**src/rtl/vend_pkg.sv**
```systemverilog
// Shared types and constants for the vending purchase controller:
// item prices, FSM state encoding and the item-to-price lookup.
package vend_pkg;

  localparam logic [7:0] PRICE_APPLE  = 8'd75;
  localparam logic [7:0] PRICE_BANANA = 8'd20;
  localparam logic [7:0] PRICE_CARROT = 8'd30;
  localparam logic [7:0] PRICE_DATE   = 8'd40;

  typedef enum logic [2:0] {
    ST_IDLE     = 3'd0,
    ST_CHECK    = 3'd1,
    ST_DEBIT    = 3'd2,
    ST_SETTLE   = 3'd3,
    ST_DISPENSE = 3'd4,
    ST_DENY     = 3'd5
  } state_t;

  typedef enum logic [1:0] {
    ITEM_APPLE  = 2'd0,
    ITEM_BANANA = 2'd1,
    ITEM_CARROT = 2'd2,
    ITEM_DATE   = 2'd3
  } item_t;

  function automatic logic [7:0] item_price(input item_t item);
    logic [7:0] price;
    case (item)
      ITEM_APPLE:  price = PRICE_APPLE;
      ITEM_BANANA: price = PRICE_BANANA;
      ITEM_CARROT: price = PRICE_CARROT;
      ITEM_DATE:   price = PRICE_DATE;
      default:     price = PRICE_APPLE;
    endcase
    return price;
  endfunction

endpackage

```
**src/rtl/vend_controller_rise_detect.sv**
```systemverilog
// Four-lane rising-edge detector. History resets high so a level already
// asserted when reset releases is not seen as a new edge.
module rise_detect (
  input  logic       clk,
  input  logic       reset,
  input  logic [3:0] i_level,
  output logic [3:0] o_rise
);

  logic [3:0] r_hist;

  // previous-cycle level of each input
  always_ff @(posedge clk or negedge reset) begin
    if (!reset) begin
      r_hist <= 4'b1111;
    end else begin
      r_hist <= i_level;
    end
  end

  assign o_rise = i_level & ~r_hist;

endmodule

```
**src/rtl/vend_controller.sv**
```systemverilog
// Purchase controller: latches one button edge in IDLE, checks price against
// credit, issues one debit pulse to the piggy bank, then a timed chute strobe.
module vend_controller
  import vend_pkg::*;
#(
  parameter int unsigned DISPENSE_CYCLES = 4
) (
  input  logic       clk,
  input  logic       reset,
  input  logic [7:0] credit,
  input  logic       sel_apple,
  input  logic       sel_banana,
  input  logic       sel_carrot,
  input  logic       sel_date,
  output logic       apple,
  output logic       banana,
  output logic       carrot,
  output logic       date,
  output logic [3:0] dispense,
  output logic       deny,
  output logic       busy
);

  localparam logic [3:0] CNT_LOAD = 4'(DISPENSE_CYCLES - 1);

  state_t     r_state;
  state_t     w_next_state;
  item_t      r_item;
  item_t      w_next_item;
  logic [3:0] r_cnt;
  logic [3:0] w_next_cnt;
  logic [3:0] w_rise;

  rise_detect u_rise (
    .clk     (clk),
    .reset   (reset),
    .i_level ({sel_apple, sel_banana, sel_carrot, sel_date}),
    .o_rise  (w_rise)
  );

  // state, latched item and dispense counter
  always_ff @(posedge clk or negedge reset) begin
    if (!reset) begin
      r_state <= ST_IDLE;
      r_item  <= ITEM_APPLE;
      r_cnt   <= 4'd0;
    end else begin
      r_state <= w_next_state;
      r_item  <= w_next_item;
      r_cnt   <= w_next_cnt;
    end
  end

  // next-state logic; edges outside IDLE are simply dropped
  always_comb begin
    w_next_state = r_state;
    w_next_item  = r_item;
    w_next_cnt   = r_cnt;
    case (r_state)
      ST_IDLE: begin
        if (w_rise != 4'b0000) begin
          w_next_state = ST_CHECK;
          if (w_rise[3]) begin
            w_next_item = ITEM_APPLE;
          end else if (w_rise[2]) begin
            w_next_item = ITEM_BANANA;
          end else if (w_rise[1]) begin
            w_next_item = ITEM_CARROT;
          end else begin
            w_next_item = ITEM_DATE;
          end
        end else begin
          w_next_state = ST_IDLE;
        end
      end
      ST_CHECK: begin
        if (credit >= item_price(r_item)) begin
          w_next_state = ST_DEBIT;
        end else begin
          w_next_state = ST_DENY;
        end
      end
      ST_DEBIT:  w_next_state = ST_SETTLE;
      ST_SETTLE: begin
        w_next_state = ST_DISPENSE;
        w_next_cnt   = CNT_LOAD;
      end
      ST_DISPENSE: begin
        if (r_cnt == 4'd0) begin
          w_next_state = ST_IDLE;
        end else begin
          w_next_cnt = r_cnt - 4'd1;
        end
      end
      ST_DENY:   w_next_state = ST_IDLE;
      default:   w_next_state = ST_IDLE;
    endcase
  end

  // Moore output decode from registered state and item
  always_comb begin
    apple    = 1'b0;
    banana   = 1'b0;
    carrot   = 1'b0;
    date     = 1'b0;
    dispense = 4'b0000;
    deny     = 1'b0;
    busy     = (r_state != ST_IDLE);
    case (r_state)
      ST_DEBIT: begin
        case (r_item)
          ITEM_APPLE:  apple  = 1'b1;
          ITEM_BANANA: banana = 1'b1;
          ITEM_CARROT: carrot = 1'b1;
          ITEM_DATE:   date   = 1'b1;
          default:     apple  = 1'b0;
        endcase
      end
      ST_DISPENSE: dispense = 4'b1000 >> r_item;
      ST_DENY:     deny     = 1'b1;
      default:     deny     = 1'b0;
    endcase
  end

endmodule

```
**config.mk**
```make
export PLATFORM = sky130hd
export DESIGN_NAME = vend_controller
export DESIGN_NICKNAME = d
export VERILOG_FILES = /design/src/rtl/vend_pkg.sv /design/src/rtl/vend_controller_rise_detect.sv /design/src/rtl/vend_controller.sv
export SDC_FILE = /design/constraint.sdc
export NUM_CORES = 1
export LEC_CHECK = 0
export ABC_AREA = 1
export CAP_MARGIN = 5
export CORE_MARGIN = 2
export CORE_UTILIZATION = 43
export CTS_CLUSTER_SIZE = 12
export DETAILED_ROUTE_END_ITERATION = 8
export PLACE_DENSITY = 0.7
export SLEW_MARGIN = 20
export SYNTH_ARGS = -nofsm -noshare
export SYNTH_HDL_FRONTEND = slang
export SYNTH_SLANG_ARGS = --single-unit
```
**constraint.sdc**
```tcl
create_clock -name clk -period 1.6 [get_ports clk]
set_input_delay 0.16 -clock clk [delete_from_list [all_inputs] [get_ports clk]]
set_output_delay 0.16 -clock clk [all_outputs]
set_load 0.05 [all_outputs]
```
==> results of run 1 <==
==> registers in the layout, summed over array words and instances (netlist names) <==
name           flops
r_cnt              4
r_item             2
r_state            3
u_rise.r_hist      4
==> final timing paths <==
| check | end | start | slack [ns] | cells after the start |
|---|---|---|---|---|
| min in group clk | u_rise.r_hist[3] | sel_apple | 0.32 | 1 |
| min | r_cnt[0] | reset | 0.26 | 1 |
| max reg2reg | r_state[2] | r_item[0] | -0.07 | 11 |
| max | r_state[2] | r_item[0] | -0.07 | 11 |
| max in group asynchronous | r_state[1] | reset | 0.92 | 1 |
| min reg2reg | r_cnt[3] | r_cnt[3] | 0.52 | 2 |
==> cells by family (layout without fill, tap and decap cells) <==
| kind of cell | count (synthesis) | after routing | synth area share, % |
|---|---|---|---|
| adders and majority gates | 14 | 14 | 18.5 |
| AOI/OAI and AO/OA | 11 | 11 | 6.74 |
| and+or+nand+nor | 58 | 58 | 27.2 |
| xor gates and xnor gates | 1 | 1 | 0.925 |
| DFF | 13 | 13 | 34.9 |
| buffers and inverters | 29 | 64 | 11.8 |
==> stage by stage <==
stage / instance area, um2 / setup slack, ns / instances / TNS (ns) / power, mW
after floorplan: 952 / -0.00762 / 126 / -0.0439 / 1.39
after global placement: 1370 / -0.00348 / 183 / -0.00348 / 1.92
after detailed placement: 1370 / -0.0722 / 183 / -0.144 / 1.98
after CTS: 1490 / -0.00822 / 188 / -0.00822 / 2.42
after global routing: 1530 / -0.183 / 188 / -1.05 / 2.74
final: 1530 / -0.0715 / 188 / -0.354 / 2.54
==> cell usage in the layout (no fill, tap or decap), drive strengths merged <==
| master | count |
|---|---|
| inv | 29 |
| nand2 | 24 |
| nor2 | 20 |
| buf | 18 |
| ha | 14 |
| clkdlybuf4s50 | 13 |
| nand3 | 9 |
| dfrtp | 9 |
| o21ai | 8 |
| dfstp | 4 |
| clkbuf | 4 |
| nor3 | 4 |
| a21oi | 2 |
| a31oi | 1 |
| xor2 | 1 |
| nand4 | 1 |
==> repair_timing <==
item,4_1_cts,5_1_grt
buffers inserted,1,0
gates resized for setup,23,9
endpoints found under the setup margin,9,11
pin swaps,9,5
==> layout make-up <==
class / instances / area, um2 / area share [%]
Timing Repair Buffer: 31 / 394 / 25.8
Tap cell: 27 / 33.8 / 2.21
Inverter: 29 / 116 / 7.61
Sequential cell: 13 / 332 / 21.7
Clock buffer: 4 / 26.3 / 1.72
Multi-Input combinational cell: 84 / 627 / 41.0
==> power by group through the flow <==
stage / combinational [mW] / sequential (mW) / clock (mW)
after detailed placement: 1.46 / 0.516 / 0
after CTS: 1.70 / 0.522 / 0.199
after floorplan: 0.882 / 0.513 / 0
final: 1.81 / 0.532 / 0.193
after global placement: 1.41 / 0.511 / 0
after global routing: 1.97 / 0.546 / 0.222
==> routing by layer <==
layer	vias up	global-route usage [%]
li1	460	-
met2	25	36.4
met5	-	0
met4	0	3.15
met3	2	3.22
met1	425	23.7
==> impl_metrics.ini, run 1 <==
[floorplanning]
start_util_pct = 46.8
core_um2 = 2020
die_area_um2 = 2590
die_y_um = 50.9
io_pins = 24
die_x_um = 50.9
num_rows = 16

[setup_path]
cpPeakStageDelay_ns = 0.42
cp-end-kind = flip-flop
startpoint_type = flip-flop
cp.required_ns = 1.75
arrival_ns = 1.83
path_buf_inv = 2
cp_max_fo = 4
timing_worst_setup_path_type = flip-flop to flip-flop
path_cells = inv_4 > ha_4 > inv_4 > ha_4 > nand2_2 > nor2_1 > nand2_1 > nand2_1 > nand2_1 > nand3_1 > nand2_1
crit_family = adder cells
path_common_cell = nand2_1
cpMaxStageDelayCell = dfrtp_1

[power_and_ir_drop]
p_int_mw = 1.32
peakVddDrop_mv = 1.13
switching_power_mw = 1.21
comb_power_share_pct = 71.4
share_seq_of_total_power_pct = 21.0
pwr-share-clk_pct = 7.6
leakagePower_nw = 0.703
power_density_nw_per_um2 = 1660
switching_share_pct = 47.8

[synth]
synth_most_common_cell = inv_1
async_flop_share_pct = 100
synth_edf_count = 0
netlist_area_um2 = 947
synthFlopType = dfrtp_1
synth_area_leaders = dfrtp_1 24%, ha_1 18%, dfstp_2 11%, inv_1 11%, nand2_1 8.7%
synth_warnings = 0
yosys.area.top_type_share_pct = 23.8
synthesis.nets = 154
ys_ff_latch = 13
synth_commonest_cells = 27 x inv_1, 22 x nand2_1, 20 x nor2_1
ys_types = 21
synth_area_per_cell_um2 = 7.52
synth_top_area_cell = dfrtp_1
synth_cells = 126
synth_seq_area_share_pct = 34.9

[placed_design]
dp_hpwl_um = 1710
port_buffers = 23
gp_congestion = 0.869

[grt]
antenna_found_initial = 0
grt_pass1_wl_um = 3910
grt_max_degree = 14
grt_pass1_vias = 925
grt_overflow = 0
track_usage_pct = 19.5

[clock_network]
cts.sink_count = 13
clk_latency_ns = 0.26
cts_buffer_depth = 2
cts_tree = done
h-tree-depth = 1
ctsHoldBuffers = 0
cts_root_buf = clkbuf_4
clk_pin_slew_worst_paths_ns = 0.08
cts_buffers = 3

[finish]
area_growth_pct = 61.4
num-nets-final = 190
drive_gt1_share_pct = 36.6
fill_cells = 151
n_antenna_cell = 0
final_util_pct = 75.6

[detailed_routing]
vias = 912
wl_met1_um = 963
wl_met3_um = 85
highest_layer = met4
antenna_left = 0
dr.pass1.iters = 4
drc = 0
vias_per_cell = 4.85
dr_wl_met2_um = 1180
drt_iter0_markers = 14
routed_wl_um = 2240
wire_per_inst_um = 11.9

[sta]
whs_ns = 0.265
timing.fmax_mhz = 598
tightest_slew_ns = 0.581
maxSlewHeadroom_pct = 61.1
fin_skew_ns = 0.000810
fin_ws_ns = -0.0715
min_period_ns = 1.67
post-route-period-util_pct = 104
drv_slew = 0
setup_violations = 6
rsz0062_at_grt = yes
hold_viol_final = 0

[outcome]
violations = setup timing
outcome = finished with violations

[flow_run]
maxCapViolCount = 0

[hold_path]
holdCritPathClass = primary input to asynchronous set/reset pin
Power figures use the tool's default switching activity.
==> run 2, diff against run 1 <==
--- a/config.mk
+++ b/config.mk
@@ -11,6 +11,7 @@
 export CORE_UTILIZATION = 43
 export CTS_CLUSTER_SIZE = 12
 export DETAILED_ROUTE_END_ITERATION = 8
+export MAX_ROUTING_LAYER = met4
 export PLACE_DENSITY = 0.7
 export SLEW_MARGIN = 20
 export SYNTH_ARGS = -nofsm -noshare
==> run 2 against run 1 <==
The run still ends with setup timing left. Largest power group unchanged. Hold slack gained 0.00092 ns. Cell count is the same. Sequential cell count is the same. Critical path depth is the same. Sequential power is essentially flat. Combinational power is essentially flat. Global-route usage grew 0.59 points. Die area is the same. Sequential share of layout area is the same.
==> impl_metrics.ini, run 2 (synthesis results as in run 1) <==
[setup_path]
arrival_ns = 1.82
rr_startpoint = r_item[0]
cp.required_ns = 1.75
startpoint_type = flip-flop
cp_max_fo = 4
timing_worst_setup_path_type = flip-flop to flip-flop
cp-end-kind = flip-flop
cp-startpoint = r_item[0]

[sta]
timing.fmax_mhz = 598
rsz0062_at_grt = yes
timing.setup.tns_ns = -0.350
min_period_ns = 1.67
post-route-period-util_pct = 104
hold_viol_final = 0
tightest_slew_ns = 0.582
maxSlewHeadroom_pct = 61.1
fin_ws_ns = -0.0710
fin_skew_ns = 0.000892
drv_slew = 0
setup_violations = 6
whs_ns = 0.265

[grt]
grt_busiest_layer = met2
grtUsageMet1_pct = 23.9
antenna_found_initial = 0
grt_pass1_vias = 922
grtUsageMet2_pct = 36.4
grt_pass1_wl_um = 3930
track_usage_pct = 20.1
grt_use_met3_pct = 3.22
grt_overflow = 0
grt_max_degree = 14

[detailed_routing]
routed_wl_um = 2240
vias = 910
drc = 0
dr.pass1.iters = 4
vias_per_cell = 4.84
wire_per_inst_um = 11.9
drt_iter0_markers = 12
antenna_left = 0

[floorplanning]
die_y_um = 50.9
start_util_pct = 46.8
die_area_um2 = 2590
num_rows = 16
io_pins = 24
core_um2 = 2020
die_x_um = 50.9

[placed_design]
dpl-instance-area_um2 = 1370
port_buffers = 23
dp_hpwl_um = 1710
gp_congestion = 0.884
place_inst = 183
pre_cts_slack_ns = -0.0722

[clock_network]
cts_tree = done
cts_buffers = 3
cts.sink_count = 13
cts_buffer_depth = 2
cts_root_buf = clkbuf_4
h-tree-depth = 1
clk_pin_slew_worst_paths_ns = 0.07
clk_latency_ns = 0.26

[finish]
fill_cells = 151
stdcell_count = 188
final_util_pct = 75.6
stdcell_area_um2 = 1530
drive_gt1_share_pct = 36.6
largestRegisters = r_cnt: 4 flops, u_rise.r_hist: 4 flops, r_state: 3 flops
mostFrequentLayoutCells = 21 x inv_1, 21 x nand2_1, 13 x clkdlybuf4s50_1, 12 x nor2_1, 10 x buf_12
area_growth_pct = 61.4
num-nets-final = 190
n_antenna_cell = 0

[power_and_ir_drop]
leakagePower_nw = 0.703
power_density_nw_per_um2 = 1660
peakVddDrop_mv = 1.13
total_power_mw = 2.54

[outcome]
violations = setup timing
outcome = finished with violations

[flow_run]
maxCapViolCount = 0

[hold_path]
holdCritPathClass = primary input to asynchronous set/reset pin
-- run 2: cell counts in the layout (fill, tap and decap cells not counted) --
Identical to the previous run, type by type.
-- run 2: layout make-up --
type | count | area [um2] | area share, %
clock buffer | 4 | 26.3 | 1.72
timing repair buffer | 31 | 394 | 25.8
tap | 27 | 33.8 | 2.21
multi-input combinational | 84 | 627 | 41.0
inverter | 29 | 116 | 7.61
sequential | 13 | 332 | 21.7
-- run 2: worst max-delay path: stages, from the launching register on --
cell	delay [ns]
dfrtp_1	0.42
inv_4	0.08
ha_4	0.28
inv_4	0.04
ha_4	0.25
nand2_2	0.05
nor2_1	0.09
nand2_1	0.07
nand2_1	0.07
nand2_1	0.07
nand3_1	0.09
nand2_1	0.06
-- run 2: repair_timing --
item | 4_1_cts | 5_1_grt
gates resized for setup | 23 | 9
pin swaps | 9 | 5
buffers inserted | 1 | 0
endpoints found under the setup margin | 9 | 11
hold buffers | 0 | 0
-- run 2: final timing paths --
check                                   endpoint  slack (ns)  cells past startpoint
worst max-delay path                  r_state[2]       -0.07                     11
worst max register to register        r_state[2]       -0.07                     11
min in group clk                u_rise.r_hist[3]        0.33                      1
worst min-delay path                    r_cnt[0]        0.27                      1
worst min register to register          r_cnt[3]        0.52                      2
max in group asynchronous             r_state[1]        0.92                      1
-- run 2: report_power, final --
| part | switching [mW] | total, mW | internal [mW] |
|---|---|---|---|
| Sequential | 0.0969 | 0.531 | 0.434 |
| Clock | 0.0959 | 0.192 | 0.0962 |
| Combinational | 1.02 | 1.81 | 0.792 |
| Total | 1.21 | 2.54 | 1.32 |
-- run 2: per-layer routing --
metal | part of all wire (%) | vias to the layer above
li1 | - | 460
met1 | 43 | 423
met2 | 52 | 23
met3 | 3.8 | 4
met4 | 0.71 | 0
met5 | 0 | -
==> run 3, diff against run 2 <==
--- a/config.mk
+++ b/config.mk
@@ -7,7 +7,6 @@
 export LEC_CHECK = 0
 export ABC_AREA = 1
 export CAP_MARGIN = 5
-export CORE_MARGIN = 2
 export CORE_UTILIZATION = 43
 export CTS_CLUSTER_SIZE = 12
 export DETAILED_ROUTE_END_ITERATION = 8
@@ -16,4 +15,5 @@
 export SLEW_MARGIN = 20
 export SYNTH_ARGS = -nofsm -noshare
 export SYNTH_HDL_FRONTEND = slang
+export SYNTH_HIERARCHICAL = 1
 export SYNTH_SLANG_ARGS = --single-unit
==> run 3 against run 2 <==
Synthesized area rose by 0.92%. Count of clock-buffer cells in the layout unchanged. Non-clock buffer count up 4. Sequential power down 0.9%. Critical endpoint is now r_state[1]. The run still ends with setup timing left. Critical path depth shrank 1. Largest power group unchanged.
==> impl_metrics.ini, run 3 <==
[detailed_routing]
highest_layer = met4
wl_met1_um = 1010
drt_iter0_markers = 16
drc = 0
dr_wl_met2_um = 1220
wl_met3_um = 111
dr.pass1.iters = 5
vias_per_cell = 4.82
antenna_left = 0
wire_per_inst_um = 12.3
vias = 926
routed_wl_um = 2370

[grt]
track_usage_pct = 22.1
grt_pass1_vias = 930
antenna_found_initial = 0
grt_pass1_wl_um = 3970
grt_overflow = 0
grt_max_degree = 14

[placed_design]
dp_hpwl_um = 1700
port_buffers = 23
dpl-instance-area_um2 = 1380
gp_congestion = 0.928

[setup_path]
timing_worst_setup_path_type = flip-flop to flip-flop
arrival_ns = 1.85
rr_startpoint = r_item[1]
cp.required_ns = 1.77
cp-end-kind = flip-flop
cp_max_fo = 4
startpoint_type = flip-flop
cp-startpoint = r_item[1]

[floorplanning]
start_util_pct = 47.3
num_rows = 16
core_um2 = 2020
die_area_um2 = 2420
io_pins = 24
die_x_um = 49.2
die_y_um = 49.2

[power_and_ir_drop]
leakagePower_nw = 0.720
power_density_nw_per_um2 = 1690
peakVddDrop_mv = 1.06

[outcome]
outcome = finished with violations
violations = setup timing

[finish]
final_common_cell = inv_1
largestRegisters = r_cnt: 4 flops, u_rise/r_hist: 4 flops, r_state: 3 flops
num-nets-final = 194
drive_gt1_share_pct = 41.2
mostFrequentLayoutCells = 21 x inv_1, 19 x nand2_1, 13 x clkdlybuf4s50_1, 11 x nor2_2, 11 x nor2_1
area_growth_pct = 63.5
n_antenna_cell = 0
final_util_pct = 77.3
stdcell_area_um2 = 1560

[sta]
fin_skew_ns = 0.00328
hold_viol_final = 0
timing.fmax_mhz = 594
maxSlewHeadroom_pct = 63.0
fin_ws_ns = -0.0836
drv_slew = 0
post-route-period-util_pct = 105
setup_violations = 7
min_period_ns = 1.68
tightest_slew_ns = 0.553
rsz0062_at_grt = yes

[synth]
synth_most_common_cell = inv_1
synth_cells = 126
synth_area_leaders = dfrtp_1 24%, ha_1 18%, dfstp_2 11%, inv_1 11%, nand2_1 7.9%
synth_edf_count = 0
synth_warnings = 6
async_flop_share_pct = 100
synthFlopType = dfrtp_1
synth_area_per_cell_um2 = 7.59
netlist_area_um2 = 956
synth_commonest_cells = 27 x inv_1, 20 x nand2_1, 19 x nor2_1
synthesis.nets = 154
synth_top_area_cell = dfrtp_1
ys_types = 19
yosys.area.top_type_share_pct = 23.6
synth_seq_area_share_pct = 34.6
ys_ff_latch = 13

[clock_network]
cts_buffer_depth = 2
cts.sink_count = 13
cts_root_buf = clkbuf_4
h-tree-depth = 1
cts_tree = done
clk_latency_ns = 0.28
cts_buffers = 3
clk_pin_slew_worst_paths_ns = 0.08

[flow_run]
maxCapViolCount = 0

[hold_path]
holdCritPathClass = primary input to asynchronous set/reset pin
[run 3: layout make-up]
class / count / area [um2]
Multi-Input combinational cell: 84 / 628
Fill cell: 141 / 459
Timing Repair Buffer: 35 / 432
Sequential cell: 13 / 332
Inverter: 29 / 111
Tap cell: 27 / 33.8
Clock buffer: 4 / 26.3
[run 3: timing repair]
action                     4_1_cts  5_1_grt
setup endpoints to repair       10       11
hold buffers                     0        0
pin swaps                       10        6
hold endpoints to repair         0        0
buffers inserted                 3        2
resized for setup               25        7
[run 3: final timing paths]
kind / endpoint / slack (ns) / cells after the start
worst min-delay path: r_cnt[3] / 0.24 / 1
worst max register to register: r_state[1] / -0.08 / 10
worst min register to register: r_cnt[3] / 0.55 / 2
max in group asynchronous: r_state[1] / 0.97 / 1
worst max-delay path: r_state[1] / -0.08 / 10
min in group clk: u_rise/r_hist[0] / 0.31 / 1
[run 3: kinds of logic (layout without fill, tap and decap cells)]
group | count (synthesis) | count (layout) | share of synthesized area [%]
adders and majority gates | 14 | 14 | 18.3
xor gates and xnor gates | 1 | 1 | 0.916
AOI/OAI and AO/OA | 10 | 10 | 6.41
buffers and inverters | 29 | 68 | 11.4
and+or+nand+nor | 59 | 59 | 28.4
DFF | 13 | 13 | 34.6
[run 3: power by group]
part | switching [mW] | internal (mW) | total [mW]
registers | 0.0919 | 0.434 | 0.526
logic | 1.05 | 0.855 | 1.90
clock network | 0.109 | 0.0967 | 0.206
total | 1.25 | 1.39 | 2.63
[run 3: per-stage QoR]
step / total power [mW] / hold slack, ns / setup WS [ns] / instances / setup TNS, ns
6_report: 2.63 / 0.235 / -0.0836 / 192 / -0.249
5_1_grt: 2.84 / 0.298 / -0.187 / 192 / -0.851
4_1_cts: 2.50 / 0.257 / -0.0269 / 190 / -0.0393
3_5_place_dp: 1.98 / 0.505 / -0.0832 / 183 / -0.129
3_3_place_gp: 1.92 / 0.490 / 0.00374 / 183 / 0
2_1_floorplan: 1.39 / -0.136 / -0.00762 / 126 / -0.0439
[run 3: critical path, stage by stage (launching register included)]
cell     delay [ns]
dfrtp_1        0.39
inv_2          0.09
ha_4           0.28
inv_4          0.04
ha_1           0.19
a21oi_2        0.14
nor2_1         0.06
nor2_1         0.17
nand2_1        0.09
nand2_1        0.07
nand2_1        0.05
[run 3: routing by layer]
layer	track usage (%)	up-vias
met1	25.5	421
met2	38.6	36
met5	-	-
met4	7.35	0
met3	3.74	7
li1	-	462
